==> src/rtl/axis_rr_arbiter.sv <==
// ---------------------------------------------------------------------------
// axis_rr_arbiter
//
// Round-robin arbiter that shares one AXI4-Stream sink between NUM_CH
// AXI4-Stream sources. A grant is held for a burst of 2^min(log_burst,16)
// beats, so each source's samples leave in contiguous blocks. Every output
// beat is tagged on tuser with the channel it came from. The output stage is
// a single register slice that drives the downstream throttler directly.
//
// Optional feature macro: AXIS_RR_ARBITER_TLAST_EN
//   Defined   : adds M_AXIS_tlast, high on the final beat of each burst
//               (and on the held beat when a burst is cut short).
//   Undefined : no tlast port; bursts are delimited by tuser only.
//
// Ports
//   aclk            clock, all logic on the rising edge
//   areset          synchronous active-high reset
//   log_burst       burst length exponent, sampled when a grant is made
//   ch_enable       per-channel enable; disabled channels are never granted
//   S_AXIS_tvalid   source valid, bit i = channel i
//   S_AXIS_tdata    source data, slice i = channel i
//   S_AXIS_tready   source ready, at most one bit set
//   M_AXIS_tvalid   output valid (registered)
//   M_AXIS_tdata    output data (registered)
//   M_AXIS_tuser    source channel of the current output beat (registered)
//   M_AXIS_tlast    end-of-burst flag (registered, optional)
//   M_AXIS_tready   sink ready
// ---------------------------------------------------------------------------
module axis_rr_arbiter #(
    parameter int AXIS_TDATA_WIDTH = 32,
    parameter int NUM_CH           = 4,
    parameter int CH_WIDTH         = $clog2(NUM_CH)
) (
    input  logic                               aclk,
    input  logic                               areset,
    input  logic [4:0]                         log_burst,
    input  logic [NUM_CH-1:0]                  ch_enable,
    input  logic [NUM_CH-1:0]                  S_AXIS_tvalid,
    input  logic [NUM_CH*AXIS_TDATA_WIDTH-1:0] S_AXIS_tdata,
    output logic [NUM_CH-1:0]                  S_AXIS_tready,
    output logic                               M_AXIS_tvalid,
    output logic [AXIS_TDATA_WIDTH-1:0]        M_AXIS_tdata,
    output logic [CH_WIDTH-1:0]                M_AXIS_tuser,
`ifdef AXIS_RR_ARBITER_TLAST_EN
    output logic                               M_AXIS_tlast,
`endif
    input  logic                               M_AXIS_tready
);

    typedef enum logic [0:0] {
        ST_IDLE  = 1'b0,
        ST_GRANT = 1'b1
    } state_t;

    state_t                      state_r;
    logic [CH_WIDTH-1:0]         gnt_r;
    logic [CH_WIDTH-1:0]         last_r;
    logic [16:0]                 beats_r;

    logic [NUM_CH-1:0]           cand_s;
    logic                        cand_any_s;
    logic [CH_WIDTH-1:0]         pick_s;
    logic                        pick_found_s;
    logic [CH_WIDTH-1:0]         idx_s;
    logic [4:0]                  lb_clamp_s;
    logic [16:0]                 burst_len_s;
    logic                        gnt_en_s;
    logic                        gnt_valid_s;
    logic                        out_free_s;
    logic                        gnt_ready_s;
    logic                        xfer_s;
    logic                        starve_s;
    logic                        drop_s;
    logic [AXIS_TDATA_WIDTH-1:0] sel_data_s;

    // Request qualification and burst length clamp.
    always_comb begin
        cand_s      = S_AXIS_tvalid & ch_enable;
        cand_any_s  = |cand_s;
        lb_clamp_s  = (log_burst > 5'd16) ? 5'd16 : log_burst;
        burst_len_s = 17'd1 << lb_clamp_s;
    end

    // Round-robin search: first candidate after last_r, wrapping modulo NUM_CH.
    always_comb begin
        pick_s       = '0;
        pick_found_s = 1'b0;
        idx_s        = '0;
        for (int k = 1; k <= NUM_CH; k++) begin
            idx_s = CH_WIDTH'((int'(last_r) + k) % NUM_CH);
            if (!pick_found_s && cand_s[idx_s]) begin
                pick_s       = idx_s;
                pick_found_s = 1'b1;
            end else begin
                pick_found_s = pick_found_s;
            end
        end
    end

    // Data mux for the granted channel.
    always_comb begin
        sel_data_s = '0;
        for (int i = 0; i < NUM_CH; i++) begin
            if (gnt_r == CH_WIDTH'(i)) begin
                sel_data_s = S_AXIS_tdata[i*AXIS_TDATA_WIDTH +: AXIS_TDATA_WIDTH];
            end else begin
                sel_data_s = sel_data_s;
            end
        end
    end

    // Grant-side handshake. A disabled grant is cut the same cycle, and the
    // source is never acknowledged while reset is asserted.
    always_comb begin
        gnt_en_s    = ch_enable[gnt_r];
        gnt_valid_s = S_AXIS_tvalid[gnt_r];
        out_free_s  = !M_AXIS_tvalid || M_AXIS_tready;
        drop_s      = (state_r == ST_GRANT) && !gnt_en_s;
        gnt_ready_s = (state_r == ST_GRANT) && gnt_en_s && out_free_s && !areset;
        xfer_s      = gnt_ready_s && gnt_valid_s;
        starve_s    = gnt_ready_s && !gnt_valid_s;
        if (gnt_ready_s) begin
            S_AXIS_tready = {{(NUM_CH-1){1'b0}}, 1'b1} << gnt_r;
        end else begin
            S_AXIS_tready = '0;
        end
    end

    // Arbitration FSM and registered output slice.
    always_ff @(posedge aclk) begin
        if (areset) begin
            state_r       <= ST_IDLE;
            gnt_r         <= '0;
            last_r        <= CH_WIDTH'(NUM_CH - 1);
            beats_r       <= 17'd0;
            M_AXIS_tvalid <= 1'b0;
            M_AXIS_tdata  <= '0;
            M_AXIS_tuser  <= '0;
`ifdef AXIS_RR_ARBITER_TLAST_EN
            M_AXIS_tlast  <= 1'b0;
`endif
        end else begin
            if (xfer_s) begin
                M_AXIS_tvalid <= 1'b1;
                M_AXIS_tdata  <= sel_data_s;
                M_AXIS_tuser  <= gnt_r;
            end else if (M_AXIS_tvalid && M_AXIS_tready) begin
                M_AXIS_tvalid <= 1'b0;
            end else begin
                M_AXIS_tvalid <= M_AXIS_tvalid;
            end

`ifdef AXIS_RR_ARBITER_TLAST_EN
            // An early release can only mark a beat that is still waiting
            // in the output register; an already-accepted beat is gone.
            if (xfer_s) begin
                M_AXIS_tlast <= (beats_r == 17'd1);
            end else if ((drop_s || starve_s) && M_AXIS_tvalid && !M_AXIS_tready) begin
                M_AXIS_tlast <= 1'b1;
            end else begin
                M_AXIS_tlast <= M_AXIS_tlast;
            end
`endif

            case (state_r)
                ST_IDLE: begin
                    if (cand_any_s) begin
                        gnt_r   <= pick_s;
                        last_r  <= pick_s;
                        beats_r <= burst_len_s;
                        state_r <= ST_GRANT;
                    end else begin
                        state_r <= ST_IDLE;
                    end
                end
                ST_GRANT: begin
                    if (drop_s) begin
                        state_r <= ST_IDLE;
                    end else if (xfer_s) begin
                        beats_r <= beats_r - 17'd1;
                        if (beats_r == 17'd1) begin
                            state_r <= ST_IDLE;
                        end else begin
                            state_r <= ST_GRANT;
                        end
                    end else if (starve_s) begin
                        state_r <= ST_IDLE;
                    end else begin
                        state_r <= ST_GRANT;
                    end
                end
                default: begin
                    state_r <= ST_IDLE;
                end
            endcase
        end
    end

endmodule

==> config.mk <==
export PLATFORM = sky130hd
export DESIGN_NAME = axis_rr_arbiter
export DESIGN_NICKNAME = d
export VERILOG_FILES = /design/src/rtl/axis_rr_arbiter.sv
export SDC_FILE = /design/constraint.sdc
export NUM_CORES = 1
export LEC_CHECK = 0
export ABC_CLOCK_PERIOD_IN_PS = 3600
export BUFFER_PORTS_ARGS = -buffer_cell sky130_fd_sc_hd__buf_2
export CAP_MARGIN = 20
export CORE_ASPECT_RATIO = 1.75
export CORE_MARGIN = 2
export CORE_UTILIZATION = 45
export CTS_BUF_LIST = sky130_fd_sc_hd__clkbuf_16
export CTS_CLUSTER_DIAMETER = 150
export DETAILED_ROUTE_END_ITERATION = 8
export GPL_TIMING_DRIVEN = 0
export MAX_ROUTING_LAYER = met4
export PLACE_DENSITY = 0.8
export SLEW_MARGIN = 20
export SYNTH_ARGS = -nofsm -noshare
export SYNTH_HDL_FRONTEND = slang
export SYNTH_SLANG_ARGS = --single-unit
==> constraint.sdc <==
create_clock -name aclk -period 3.6 [get_ports aclk]
set_clock_uncertainty 0.1 [all_clocks]
set_input_delay 0 -clock aclk [delete_from_list [all_inputs] [get_ports aclk]]
set_output_delay 0 -clock aclk [all_outputs]
set_load 0.03 [all_outputs]
Yosys cells after proc, flatten, opt, wreduce, memory -nomap -nowiden
Index checks and enable logic that the tools add are counted.
{"block": "word_totals", "register_bits": 57, "latch_bits": 0, "ramBits": 0, "romBits": 0, "word_cells": 89, "memories": 0}
{"block": "op_classes", "addsub": 5, "n_mul": 0, "div_mod_pow": 0, "magnitude_cmp": 6, "n_eq_ne": 7, "shifts": 2, "n_mux": 37, "n_bitwise": 2, "n_reduce_logical": 23}
{"cell": "$mux 32", "count": 4}
{"cell": "$mux 17", "count": 3}
{"cell": "$pmux 17 s2", "count": 1}
{"cell": "$eq 17x1->1 const B", "count": 1}
{"cell": "$shl 1x5->17 const A", "count": 1}
{"cell": "$sub 17x1->17 const B", "count": 1}
{"cell": "$mux 1", "count": 16}
{"cell": "$lt 2x3->1 const B", "count": 5}
{"cell": "$bmux 1 s2", "count": 6}
{"cell": "$logic_and 1x1->1", "count": 10}
{"cell": "$mux 2", "count": 4}
{"cell": "$logic_not 1->1", "count": 7}
{"cell": "$gt 5x5->1 const B", "count": 1}
{"cell": "$mux 5", "count": 1}
{"cell": "$add 2x1->2 const B", "count": 2}
{"cell": "$add 2x2->2 const B", "count": 2}
{"cell": "$and 4x4->4", "count": 1}
{"cell": "$eq 2x2->1 const B", "count": 2}
{"cell": "$mux 4", "count": 1}
{"cell": "$ne 2x2->1 const B", "count": 2}
{"cell": "$reduce_or 4->1", "count": 1}
{"cell": "$shl 1x2->4 const A", "count": 1}
{"cell": "$reduce_and 3->1", "count": 1}
{"cell": "$eq 2x1->1 const B", "count": 1}
{"cell": "other kinds (7)", "count": 7}

Longest topological paths before layout
{"block": "depth", "ltp_word": 13, "depth_mapped": 8}

Least setup slack after synthesis
OpenSTA, ideal clock, no wires.
{"block": "synth_path", "path_type": "reg2out", "startpoint": "reg M_AXIS_tvalid", "endpoint": "out S_AXIS_tready[0]", "t_arrival_ns": 1.835, "t_required_ns": 3.500, "setup_slack_ns": 1.665, "stages_incl_launch_ff": 5, "path_buffers": 0, "cell_sequence": "dfxtp_1 > nand2b_1 > nor2b_1 > and2_1 > nor3b_1"}
{"block": "synth_between", "elab_chain_cells": 5}
{"element": "from (decl)", "line_no": "41", "rtl": "output logic M_AXIS_tvalid,"}
{"element": "from (signal assigned)", "line_no": "150", "rtl": "M_AXIS_tvalid <= M_AXIS_tvalid;"}
{"element": "$logic_not 1->1", "line_no": "117", "rtl": "out_free_s = !M_AXIS_tvalid || M_AXIS_tready;"}
{"element": "$logic_or 1x1->1", "line_no": "117"}
{"element": "$logic_and 1x1->1 (2 in series)", "line_no": "119", "rtl": "gnt_ready_s = (state_r == ST_GRANT) && gnt_en_s && out_free_s && !areset;"}
{"element": "$mux 4", "line_no": "122", "rtl": "if (gnt_ready_s) begin"}
{"element": "to (decl)", "line_no": "40", "rtl": "output logic [NUM_CH-1:0] S_AXIS_tready,"}
Every way passes these cells.

Worst setup path in the final report
{"block": "layout_path", "startpoint": "reg beats_r[6]", "endpoint": "reg beats_r[16]"}
{"block": "layout_between", "elab_chain_cells": 4}
{"element": "from (decl)", "line_no": "58", "rtl": "logic [16:0] beats_r;"}
{"element": "from (signal assigned)", "line_no": "170", "rtl": "beats_r <= burst_len_s;"}
{"element": "from (signal assigned)", "line_no": "180", "rtl": "beats_r <= beats_r - 17'd1;"}
{"element": "$sub 17x1->17", "line_no": "180"}
{"element": "$mux 17", "line_no": "179", "rtl": "end else if (xfer_s) begin"}
{"element": "$mux 17", "line_no": "177", "rtl": "if (drop_s) begin"}
{"element": "$pmux 17 s2", "line_no": "165", "rtl": "case (state_r)"}
Every way passes these cells. The select of a mux whose other input is x is not followed.
A chain may end at the register's enable or synchronous reset.

==> parameters.txt <==
Parameter                              Value

Clock tree
  Maximum buffer depth of the clock tree ... 2
  Clock buffer count from CTS ... 9
  Clock tree from TritonCTS ... done
  Count of H-tree levels built during CTS ... 3
  Hold bufs inserted after CTS ... 1
  Post-CTS sizing ... 0
  CTS Sinks ... 57
  Clock transition at the registers of the reported paths ... 0.05 ns
  Clock latency at the later pin of the worst-skew pair ... 0.33 ns
  Cell chosen for the clock root ... sky130_fd_sc_hd__clkbuf_16
  Number of buffers inserted to repair setup after CTS ... 0

GRT
  Antenna violations before repair ... 0
  Total grt overflow ... 0
  Aggregate global-route resource usage ... 0.307
  Pin count of the biggest net entering global routing ... 11
  Global-route wire length before repair ... 19.4 mm
  Vias in the first global route ... roughly 4,100

Timing
  Final Max Slew Viols ... 0
  Smallest setup slack after layout ... 1.42 ns
  Worst slew margin relative to its limit ... 0.538
  Transition at the pin with the smallest max-transition slack ... approximately 0.69 ns
  Setup-failing EPs final ... 0
  Setup repair after global routing missed its margin ... false
  Maximum achievable frequency ... 0.460 GHz
  Setup TNS ... 0 ns
  Period Utilization, post-route ... 0.604
  Shortest clock period the worst path allows after layout ... 2.18 ns
  Number of hold-slack violations in the final timing report ... 0

Outcome
  Outcome ... completed

Synth
  Part of the Yosys area used for sequential elements ... 0.332
  Number of distinct library cell variants in the gate-level netlist after synthesis ... 46
  Most numerous cell in the Yosys netlist ... sky130_fd_sc_hd__nand2_1
  Yosys warning count ... 0
  Top post-synthesis cells by count ... 94 x sky130_fd_sc_hd__nand2_1, 57 x sky130_fd_sc_hd__dfxtp_1, 51 x sky130_fd_sc_hd__a21oi_1
  Post-synth EDFFs ... 0
  Area contributors post-synth ... sky130_fd_sc_hd__dfxtp_1 33%, sky130_fd_sc_hd__mux4_2 22%, sky130_fd_sc_hd__nand2_1 10%
  Synth Register Bits ... between 50 and 60
  Async set or reset register ratio after synthesis ... 0
  Average instance area after synthesis ... between 8 and 9 um2
  Yosys top cell area share ... 0.332
  Prevailing post-synth register cell ... sky130_fd_sc_hd__dfxtp_1
  Post-synth design cell area ... between 0.003 and 0.004 mm2
  Cell count after synthesis ... 389
  Nets in the synthesized netlist ... 535
  Biggest area consumer among synthesized cells ... sky130_fd_sc_hd__dfxtp_1

Die
  Starting density of the core ... 0.460
  Die footprint ... 0.00837 mm2
  Floorplan Core Area ... about 0.0075 mm2
  Total number of placement rows ... 42
  Number of primary I/O pins ... between 150 and 200
  Vertical die dimension ... 120 um
  Die Width ... 70.0 um

Pwr
  Switch Pwr ... 0.741 mW
  Proportion of total power due to net switching ... 0.318
  Int Power ... about 1.6 mW
  Maximum resistive drop on vdd ... ~0.00027 V
  Fraction of power consumed by the clock network ... 0.383
  Logic gate share of total power ... 0.310
  Cell area power density ... 489 mW/mm2
  Static power due to leakage ... 2.05 nW
  Share of power burned in registers ... 0.307

Drt
  First-pass iteration count of the detailed router ... 5
  DR iter-0 viols ... 306
  Overall via count from detail_route ... 3,950
  Detail-routed via count per cell ... between 5 and 6
  Detail Route Antenna Nets ... 0
  WL per Instance ... 18.3 um
  Final routed wirelength across all metal layers ... 12.4 mm
  DRC viols ... 0

Critical path
  Worst path required time ... 3.75 ns
  Critical Setup Path Class ... reg2reg
  Kind of start point of the critical path ... flop
  Largest driver fanout on the critical path ... 6
  Worst setup EP type ... flop
  Arrival time worst endpoint ... 2.33 ns

Cells and area
  Layout overhead on the synthesized area ... 39.0%
  Net count of the finished layout ... 728
  Sequential cell area ... 0.00114 mm2
  Layout cell share with drive strength beyond 1 ... 0.421
  Combined area of the multi-input logic cells ... around 0.0021 mm2
  Count of filler cells inserted in the layout ... 675

Run
  Max-cap violations ... 0

Place
  Number of port buffers ... 181
  Global placer's final weighted congestion ... 0.973
  Placed wire-length estimate after detailed placement ... 9.90 mm
  Pre-CTS WS ... 1.50 ns

Worst hold path
  Min-delay worst type ... in2reg
-- metal layers --
| metal | vias up | part of all wire | GRT usage |
|---|---|---|---|
| met2 | 222 | 0.52 | 0.546 |
| met3 | 37 | 0.070 | 0.0554 |
| met5 | - | 0 | - |
| met4 | 0 | 0.039 | 0.145 |
| met1 | 1864 | 0.37 | 0.324 |
| li1 | 1827 | - | - |
-- critical path, cell delays in order (launching register included) --
cell and delay, ns:
sky130_fd_sc_hd__dfxtp_1 0.35, sky130_fd_sc_hd__nor3_1 0.60, sky130_fd_sc_hd__nand4_1 0.42, sky130_fd_sc_hd__nor4_1 0.31, sky130_fd_sc_hd__o21ai_0 0.15, sky130_fd_sc_hd__a21oi_1 0.16
-- logic make-up after synthesis --
logic type,synth area share
compound gates,0.196
xor+xnor,0.00255
fa+ha+maj,0.00729
buf+inv,0.0434
flops,0.332
mux,0.222
simple gates,0.196
-- stage by stage --
stage | cell area [um2] | utilization | hold slack (ns) | cells | power (mW)
after floorplan | 3430 | - | 0.120 | 389 | 1.21
final | 4770 | 0.640 | 0.00344 | 676 | 2.33
after global routing | 4770 | 0.639 | 0.0465 | 675 | 2.43
after CTS | 4770 | 0.639 | 0.00461 | 675 | 2.32
after global placement | 4450 | 0.596 | 0.320 | 658 | 1.43
after detailed placement | 4450 | 0.596 | 0.320 | 658 | 1.44
-- final cells by class --
cell class | instances | share of cell area
multi-input cells | 299 | 0.449
flip-flops and latches | 57 | 0.239
repair buffers | 182 | 0.192
clock buffers | 9 | 0.0472
plain buffers | 29 | 0.0281
well taps | 88 | 0.0231
clock inverters | 7 | 0.0181
inverters | 4 | 0.00315
diodes | 1 | 0.000524
-- flip-flops by register name, summed over array words and instances, names as in the netlist --
register       count
state_r            1
M_AXIS_tdata      32
M_AXIS_tuser       2
M_AXIS_tvalid      1
gnt_r              2
beats_r           17
last_r             2
-- power groups by stage --
stage | Combinational, mW | Sequential, mW | Clock, mW
5_1_grt | 0.783 | 0.720 | 0.928
4_1_cts | 0.716 | 0.714 | 0.893
3_5_place_dp | 0.712 | 0.726 | 0
2_1_floorplan | 0.473 | 0.740 | 0
3_3_place_gp | 0.706 | 0.724 | 0
6_report | 0.723 | 0.715 | 0.893
-- placed cells by master, fill, tap and decap left out, drive strengths merged, types with 8 or more instances in the layout --
master and count:
o22ai 8, clkbuf 21, nor2 19, o21ai 18, dfxtp 57, nor3 8
a21oi 51, buf 198, nand2 94, mux4 33, nand3 8
-- final timing paths --
kind / from / to / slack (ns) / depth (start not counted)
min reg2reg: M_AXIS_tdata[11] / M_AXIS_tdata[11] / 0.35 / 2
max: beats_r[6] / beats_r[16] / 1.42 / 5
min: log_burst[1] / beats_r[4] / 0.003 / 4
max reg2reg: beats_r[6] / beats_r[16] / 1.42 / 5
Power figures use the tool's default switching activity.
